### config.mk
export PLATFORM = sky130hd
export DESIGN_NAME = fifo_rr_ctrl
export DESIGN_NICKNAME = d
export VERILOG_FILES = /design/src/rtl/fifo_ctrl_pkg.sv /design/src/rtl/rr_arbiter.sv /design/src/rtl/fifo_rr_ctrl.sv
export SDC_FILE = /design/constraint.sdc
export NUM_CORES = 1
export LEC_CHECK = 0
export CAP_MARGIN = 10
export CORE_AREA = 5 5 118 120
export DETAILED_ROUTE_END_ITERATION = 6
export DIE_AREA = 0 0 123 125
export DONT_BUFFER_PORTS = 1
export PLACE_DENSITY = 0.87
export SYNTH_ARGS = -nofsm -noshare
export SYNTH_HDL_FRONTEND = slang
export SYNTH_SLANG_ARGS = --single-unit
### constraint.sdc
create_clock -name clk -period 9.8 [get_ports clk]
set_clock_uncertainty 0.15 [all_clocks]
set_input_delay 0.98 -clock clk [delete_from_list [all_inputs] [get_ports clk]]
set_output_delay 0.98 -clock clk [all_outputs]
set_load 0.01 [all_outputs]
### src/rtl/fifo_ctrl_pkg.sv
// Shared defaults and helpers for the shared-FIFO round-robin controller.
package fifo_ctrl_pkg;

  localparam int DEF_NUM_REQ    = 4;
  localparam int DEF_DATA_WIDTH = 32;
  localparam int SKID_DEPTH     = 2;

  // Ceil-log2 index width, never below one bit.
  function automatic int idx_width(input int n);
    int w;
    w = 1;
    for (int i = 1; i < 32; i++) begin
      if ((1 << i) < n) w = i + 1;
    end
    return w;
  endfunction

endpackage

### src/rtl/rr_arbiter.sv
// Round-robin arbiter: grant is the first requester at or after the pointer;
// the pointer moves past the granted requester whenever advance is set.
module rr_arbiter
  import fifo_ctrl_pkg::*;
#(
  parameter int  NUM_REQ = DEF_NUM_REQ,
  localparam int IDX_W   = idx_width(NUM_REQ)
) (
  input  logic               clk,
  input  logic               rst,
  input  logic [NUM_REQ-1:0] req,
  input  logic               advance,
  output logic [IDX_W-1:0]   grant,
  output logic               grant_valid,
  output logic [IDX_W-1:0]   ptr
);

  localparam logic [IDX_W:0] NUM_W = (IDX_W + 1)'(NUM_REQ);

  logic [IDX_W-1:0]   ptr_reg, ptr_next;
  logic [NUM_REQ-1:0] req_rot;
  logic [IDX_W-1:0]   offset;

  function automatic logic [IDX_W-1:0] wrap(input logic [IDX_W:0] s);
    return (s >= NUM_W) ? IDX_W'(s - NUM_W) : IDX_W'(s);
  endfunction

  // req_rot[k] is the request sitting k places after the pointer.
  for (genvar gi = 0; gi < NUM_REQ; gi++) begin : g_rot
    assign req_rot[gi] = req[wrap((IDX_W + 1)'(gi) + {1'b0, ptr_reg})];
  end

  always_comb begin
    offset      = '0;
    grant_valid = 1'b0;
    for (int k = NUM_REQ - 1; k >= 0; k--) begin
      if (req_rot[k]) begin
        offset      = IDX_W'(k);
        grant_valid = 1'b1;
      end
    end
    grant    = wrap({1'b0, ptr_reg} + {1'b0, offset});
    ptr_next = advance ? wrap({1'b0, grant} + (IDX_W + 1)'(1)) : ptr_reg;
  end

  always_ff @(posedge clk) begin
    if (rst) ptr_reg <= '0;
    else     ptr_reg <= ptr_next;
  end

  assign ptr = ptr_reg;

endmodule

### src/rtl/fifo_rr_ctrl.sv
// Shares one non-lookahead FIFO among NUM_REQ producers (round-robin writes)
// and turns its 1-cycle read latency into a valid/ready stream via a skid buffer.
module fifo_rr_ctrl
  import fifo_ctrl_pkg::*;
#(
  parameter int  NUM_REQ    = DEF_NUM_REQ,
  parameter int  DATA_WIDTH = DEF_DATA_WIDTH,
  localparam int IDX_W      = idx_width(NUM_REQ)
) (
  input  logic                          clk,
  input  logic                          rst,
  input  logic [NUM_REQ-1:0]            req_valid,
  input  logic [NUM_REQ*DATA_WIDTH-1:0] req_data,
  output logic [NUM_REQ-1:0]            req_ready,
  input  logic                          fifo_full,
  output logic                          fifo_wr,
  output logic [DATA_WIDTH-1:0]         fifo_din,
  input  logic                          fifo_empty,
  output logic                          fifo_rd,
  input  logic [DATA_WIDTH-1:0]         fifo_dout,
  output logic                          out_valid,
  output logic [DATA_WIDTH-1:0]         out_data,
  input  logic                          out_ready,
  output logic [IDX_W-1:0]              grant_id
);

  logic [IDX_W-1:0]      grant;
  logic                  grant_valid;
  logic [IDX_W-1:0]      unused_rr_ptr;
  logic [DATA_WIDTH-1:0] req_words [NUM_REQ];

  rr_arbiter #(.NUM_REQ(NUM_REQ)) u_arb (
    .clk         (clk),
    .rst         (rst),
    .req         (req_valid),
    .advance     (fifo_wr),
    .grant       (grant),
    .grant_valid (grant_valid),
    .ptr         (unused_rr_ptr)
  );

  assign fifo_wr  = !rst && grant_valid && !fifo_full;
  assign grant_id = grant;

  for (genvar gi = 0; gi < NUM_REQ; gi++) begin : g_req
    assign req_words[gi] = req_data[gi*DATA_WIDTH +: DATA_WIDTH];
    assign req_ready[gi] = fifo_wr && (grant == IDX_W'(gi));
  end

  assign fifo_din = req_words[grant];

  logic                  inflight_reg;
  logic [1:0]            occ_reg, occ_next;
  logic                  head_reg;
  logic [DATA_WIDTH-1:0] skid_reg [SKID_DEPTH];
  logic                  pop;
  logic [2:0]            load, limit;

  assign out_valid = (occ_reg != 2'd0);
  assign out_data  = skid_reg[head_reg];
  assign pop       = out_valid && out_ready;

  // A new read may only be issued if its word is guaranteed a skid slot.
  assign load     = 3'(occ_reg) + 3'(inflight_reg);
  assign limit    = 3'(SKID_DEPTH) + 3'(pop);
  assign fifo_rd  = !rst && !fifo_empty && (load < limit);
  assign occ_next = occ_reg + 2'(inflight_reg) - 2'(pop);

  always_ff @(posedge clk) begin
    if (rst) begin
      occ_reg      <= '0;
      inflight_reg <= 1'b0;
      head_reg     <= 1'b0;
    end else begin
      occ_reg      <= occ_next;
      inflight_reg <= fifo_rd;
      head_reg     <= head_reg ^ pop;
    end
  end

  // Whenever a word lands, occ is at most 1, so the tail slot is head^occ[0].
  always_ff @(posedge clk) begin
    if (!rst && inflight_reg) skid_reg[head_reg ^ occ_reg[0]] <= fifo_dout;
  end

endmodule

# Word-level counts from Yosys, hierarchy flattened
# Memory sizes are Yosys's and may differ from the RTL's. A register that Yosys moved wholly into a read port is not among the register bits.
# Index checks and enable logic that the tools add are counted.
# Widths: inputs -> output; s select.
# totals
ff_bits	36
ramBits	64
in_bits	169
wordCells	81
mem_count	1
# memory_table
memory	words	word_bits	rd	rd_clocked_by_memory_dff	write_ports	line_no	source
skid_reg	2	32	1	1	1	fifo_rr_ctrl.sv:55	logic [DATA_WIDTH-1:0] skid_reg [SKID_DEPTH];
# classes
add_sub_neg	15
magnitude_cmp	12
eq_ne	3
mux	28
n_bitwise	3
n_reduce_logical	15
# ops
operator	n
$mux 32	8
$ge 33x3->1 const B	6
$sub 32x3->32 const B	6
$lt 32x3->1 const B	4
$add 2x32->33 const A	2
$bmux 32 s2	1
$eq 32x2->1 const B	2
$add 1x32->33 const A	1
$add 32x1->33 const B	1
$add 32x2->33	1
$not 32->33	1
$eq 32x1->1 const B	1
$ge 32x3->1 const B	1
$logic_not 32->1	1
$mux 1	11
$logic_and 1x1->1	10
$bmux 1 s2	4
$mux 2	4
$add 2x1->3	1
$add 2x1->3 const A	1
$logic_not 1->1	3
$lt 3x3->1	1
$add 2x1->2	1
$reduce_bool 2->1	1
other kinds (2)	3

# Depth between registers and ports, before layout
# logic_depth
ltp_word	16
ltp_mapped	29
mapped_depth_nobuf	25

# Modules after synthesis
# A second synthesis with hierarchy kept.
# hier_totals
hier_cells	958
hier_area_um2	8994.9
# by_module_without_submodules
module	n_inst	cells_each	area_per_inst_um2	seq_area_each_um2
rr_arbiter	1	771	5511.5	640.6
fifo_rr_ctrl	1	187	3483.3	2001.9

# Least setup slack after synthesis
# Ideal clock, no wire load.
# synth_path
path_kind	input to register
start	in req_valid[1]
end	reg u_arb.ptr_reg[21], in the netlist u_arb.ptr[21]
arrival_ns	6.730
slack_ns	2.802
stages	24
cell_sequence	clkbuf_1 > nor2_1 > a211oi_1 > a31oi_1 > a211o_1 > ha_1 > fa_1 > xnor2_1 > ha_1 > inv_1 > nor3_1 > mux2_2 > nor2_1 > o21a_1 > a22oi_1 > or4_1 > buf_4 > nor4_4 > mux2i_1 > mux2i_2 > and4b_4 > a21o_1 > or3_1 > a32o_1
# synth_between
elab_chain_len	12
# synth_lines
element	line_no	source
start, declared	fifo_rr_ctrl.sv:12	input logic [NUM_REQ-1:0] req_valid,
$bmux 1 s2	rr_arbiter.sv:30	assign req_rot[gi] = req[wrap((IDX_W + 1)'(gi) + {1'b0, ptr_reg})];
$mux 1 (implied by the code)	rr_arbiter.sv:30	
$mux 2 (4 in series)	rr_arbiter.sv:37	if (req_rot[k]) begin
$add 32x2->33	rr_arbiter.sv:42	grant = wrap({1'b0, ptr_reg} + {1'b0, offset});
$sub 32x3->32 / $ge 33x3->1 (equally long branches)	rr_arbiter.sv:25	return (s >= NUM_W) ? IDX_W'(s - NUM_W) : IDX_W'(s);
$mux 32	rr_arbiter.sv:25	
$add 32x1->33	rr_arbiter.sv:43	ptr_next = advance ? wrap({1'b0, grant} + (IDX_W + 1)'(1)) : ptr_reg;
$sub 32x3->32 / $ge 33x3->1 (equally long branches)	rr_arbiter.sv:25	
$mux 32	rr_arbiter.sv:25	
end signal, assigned	rr_arbiter.sv:48	else ptr_reg <= ptr_next;
end, declared	rr_arbiter.sv:20	logic [IDX_W-1:0] ptr_reg, ptr_next;
# Parallel ways exist; a longest one is shown, timed or not. The select of a mux whose other input is x is not followed.
# A chain may end at the register's enable or synchronous reset.

# Final worst setup path
# layout_path
start	in req_valid[3]
end	out req_ready[1]
# layout_between
elab_chain_len	11
# layout_lines
element	line_no	source
$bmux 1 s2	rr_arbiter.sv:30	
$mux 1 (implied by the code)	rr_arbiter.sv:30	
$mux 2 (3 in series)	rr_arbiter.sv:37	
$mux 2 (*)	rr_arbiter.sv:37	
$add 32x2->33 (*)	rr_arbiter.sv:42	
$sub 32x3->32 / $ge 33x3->1 (equally long branches)	rr_arbiter.sv:25	
$mux 32 (*)	rr_arbiter.sv:25	
named net grant_id[17]	fifo_rr_ctrl.sv:24	output logic [IDX_W-1:0] grant_id
$eq 32x1->1 (*)	fifo_rr_ctrl.sv:47	assign req_ready[gi] = fifo_wr && (grant == IDX_W'(gi));
$logic_and 1x1->1 (*)	fifo_rr_ctrl.sv:47	
end, declared	fifo_rr_ctrl.sv:14	output logic [NUM_REQ-1:0] req_ready,
# Mark *: on every way through the listed nets, which the timed path passes. The rest lies on a longest branch. The select of a mux whose other input is x is not followed.

==> results.txt <==
Once the clock tree was built, the resizer swapped 0 gates to a different size. The violation count after the first detailed-routing iteration is 884. The tools report the total count of hold-check failures in the final report as 0.

The smallest clock period supported by the final layout is computed as 8.25 ns. Number of clock buffers inserted by TritonCTS: 9. The worst setup path is captured at an output port.

The power density over the cells works out to 342 nW/um^2. The post-CTS setup buffer count was 0. The portion of the clock cycle consumed by the worst path in the final layout is 84.2%. The cell area after placement came out at 8790 sq um. The Yosys step of the flow raised 0 warnings.

Setup repair after global routing left no endpoint under its margin. The flow ran to the end, and the final reports show no timing, DRC or antenna violations. The number of flip-flops under the largest register name is 64. For the highest clock frequency the design can meet, the log shows 0.121 GHz.

The logs give 68.0% for the starting density of the core and 43,000 microns for the wire length of the first global-routing pass. From bottom edge to top edge, the die measures 125 microns. After the last flow step, the layout net total stands at 1,063. Number of slew-limit violations in the final report: 0. The share of synthesized registers carrying an async set or reset is 0%.

Entering global routing, the biggest net connects 40 pins. The largest fanout on the critical path came out at 16. The floorplan has 42 rows. The logs give 22,700 microns for the HPWL after detailed placement and 12,900 sq um for the core area.

The tools report the sequential cell area fraction in the yosys report as 30.2%. Category of the most critical setup path: input port to output port. The mapped netlist covers 8750 sq um. The worst setup path is launched from an input port.

The worst pin sits at a relative slew slack of 25.0%. The number of global-route vias before repair came out at 7,130. Max-cap violations in this run came to 0.

In this run the count of I/O pins placed on the die edge is 272. The clock-pin slew of the registers on the worst-case setup and hold paths was 0.09 ns. The number of input and output port buffers inserted is 0.

TritonCTS built the clock tree. Data on the critical path arrives at its endpoint at 7.12 ns. The tools report the cell at the root of the clock tree as sky130_fd_sc_hd__clkbuf_16.

In the synthesized netlist the dominant register cell turns out to be sky130_fd_sc_hd__edfxtp_1. The reported leakage power is 0.00309 uW, and the count of different cell masters after synthesis is 97. The detail route stage leaves a number of antenna-violating nets equal to 0. The per-instance average area after synthesis came out at 9.62 sq um. The horizontal die dimension was 123 microns.

The run gives 0.000228 V as the worst ir drop on vdd. After detailed placement, the design holds a cell count of 1,043. For this run the aggregate overflow at the end of global routing stands at 0. After detailed routing, the average wire length per cell comes to 27.1 microns. The tools report the count of hold buffers inserted by post-cts repair as 0. The path class of the tightest hold or removal check is flop to flop.

The run gives 9 as the number of antenna violations at the first check in global routing. The die outline area is 15,400 sq um, and the number of sinks handled by clock tree synthesis is 100. The H-tree generated during clock tree synthesis spans 3 levels.

The tools report the insertion delay of the later-clocked pin in the worst-skew pair as 0.36 ns. The tools report the synthesized instance count as 910. Setup violations remaining at the end of the flow were counted as 0. The number of remaining DRC errors is 0, and the number of non-filler instances in the completed layout is 1,065.

The post-route cell area is 9120 sq um, and the accumulated negative setup slack is 0 ns. In the routed layout, each cell is associated on average with a via count of 7.28. The post-synthesis to final-layout area growth is 4.20%. For the net count of the mapped netlist, the log shows 1,095. In this run, synthesis inferred 64 flip-flops with an integrated enable. The congestion estimate from routability-driven global placement came to 1.08. The logs give 36.5% for the overall track demand over capacity in global routing and 8.67 ns for the worst path required time. The run gives 6 as the first-pass iteration count of the detailed router. The synthesis-stage register bit count is 100, and the slew at the pin closest to its max-slew limit is 1.11 ns. The post-route netlist has 16.6% of its cells at a drive strength greater than 1. For the maximum clock insertion buffer count, the log shows 2. The total vias in the final route is 7,758, and the final wirelength is 28,900 microns.
area by class of cell:
type / instances / area [sq um]
tap: 176 / 220
clock inverter: 7 / 86.3
multi-input combinational: 724 / 5720
timing repair buffer: 12 / 90.1
clock buffer: 9 / 225
sequential: 100 / 2640
antenna: 6 / 15.0
inverter: 31 / 118
fill: 974 / 3750
synth_stat cells (24+ instances only):
| master | instances | area share [%] |
|---|---|---|
| sky130_fd_sc_hd__o21ai_0 | 29 | 1.7 |
| sky130_fd_sc_hd__nor3_1 | 36 | 2.1 |
| sky130_fd_sc_hd__mux2_2 | 33 | 4.2 |
| sky130_fd_sc_hd__a21oi_1 | 27 | 1.5 |
| sky130_fd_sc_hd__mux4_2 | 32 | 8.2 |
| sky130_fd_sc_hd__xor2_1 | 36 | 3.6 |
| sky130_fd_sc_hd__inv_1 | 24 | 1.0 |
| sky130_fd_sc_hd__nand3_1 | 34 | 1.9 |
| sky130_fd_sc_hd__xnor2_1 | 59 | 5.9 |
| sky130_fd_sc_hd__nand2_1 | 63 | 2.7 |
| sky130_fd_sc_hd__dfxtp_1 | 36 | 8.2 |
| sky130_fd_sc_hd__nor2_1 | 67 | 2.9 |
| sky130_fd_sc_hd__edfxtp_1 | 64 | 22 |
| sky130_fd_sc_hd__clkbuf_1 | 29 | 1.2 |
kinds of logic after synthesis:
logic type,after synthesis,share of synthesized area [%]
buffers and inverters,86,4.50
AO/OA/AOI/OAI,190,16.1
AND/OR/NAND/NOR,346,23.1
adder cells (fa/ha/maj),16,2.37
XOR/XNOR,99,10.3
multiplexers,73,13.5
flip-flops,100,30.2
power breakdown:
part	switching, uW	total (uW)	internal, uW
logic	1410	2120	711
clock network	187	372	184
registers	110	625	515
layout by cell type, fill, tap and decap left out, types with 16 or more instances in the layout:
cell type	synthesis	layout
sky130_fd_sc_hd__nor2_1	67	66
sky130_fd_sc_hd__edfxtp_1	64	64
sky130_fd_sc_hd__nand2_1	63	63
sky130_fd_sc_hd__xnor2_1	59	59
sky130_fd_sc_hd__xor2_1	36	36
sky130_fd_sc_hd__nor3_1	36	36
sky130_fd_sc_hd__dfxtp_1	36	36
sky130_fd_sc_hd__nand3_1	34	34
sky130_fd_sc_hd__mux2_2	33	33
sky130_fd_sc_hd__mux4_2	32	32
sky130_fd_sc_hd__o21ai_0	29	29
sky130_fd_sc_hd__a21oi_1	27	27
sky130_fd_sc_hd__inv_1	24	24
sky130_fd_sc_hd__nand4_1	23	23
sky130_fd_sc_hd__a211oi_1	20	20
sky130_fd_sc_hd__and3_1	19	19
sky130_fd_sc_hd__nor4_1	16	16
layer usage:
layer,part of all wire [%],track usage [%]
met4,2.7,10.0
met2,45,55.5
met1,36,49.3
met5,0.34,0
met3,16,13.7
stage by stage:
step,hold slack (ns),util [%],setup WS [ns],power (uW)
after global placement,0.378,68.3,1.71,2650
final,0.389,70.8,1.55,3120
after CTS,0.391,70.7,1.72,3060
after global routing,0.418,70.7,0.921,3300
after detailed placement,0.384,68.3,1.56,2670
after floorplan,0.334,-,2.80,2260
worst max-delay path, stage by stage:
cell and delay (ns):
sky130_fd_sc_hd__nand2b_1 0.13, sky130_fd_sc_hd__nor3_1 0.18, sky130_fd_sc_hd__a21oi_1 0.06, sky130_fd_sc_hd__o22ai_1 0.39, sky130_fd_sc_hd__fa_2 0.36, sky130_fd_sc_hd__nand3_4 0.14
sky130_fd_sc_hd__nor4_2 0.32, sky130_fd_sc_hd__buf_4 0.23, sky130_fd_sc_hd__nand2_1 0.16, sky130_fd_sc_hd__or4_1 0.46, sky130_fd_sc_hd__a22oi_2 0.34, sky130_fd_sc_hd__and4_1 0.70
sky130_fd_sc_hd__buf_4 0.31, sky130_fd_sc_hd__a21oi_1 0.11, sky130_fd_sc_hd__xnor2_1 0.57, sky130_fd_sc_hd__inv_1 0.36, sky130_fd_sc_hd__nor3_1 0.28, sky130_fd_sc_hd__nand2_1 0.12
sky130_fd_sc_hd__nor4_1 0.64, sky130_fd_sc_hd__and2_1 0.28
final timing paths:
check | startpoint | endpoint | slack (ns) | depth (start not counted)
max | req_valid[3] | req_ready[1] | 1.55 | 20
max reg2reg | u_arb.ptr[0] | u_arb.ptr[19] | 1.74 | 26
min reg2reg | u_arb.ptr[10] | u_arb.ptr[10] | 0.39 | 2
min | u_arb.ptr[10] | u_arb.ptr[10] | 0.39 | 2
Power figures use the tool's default switching activity.
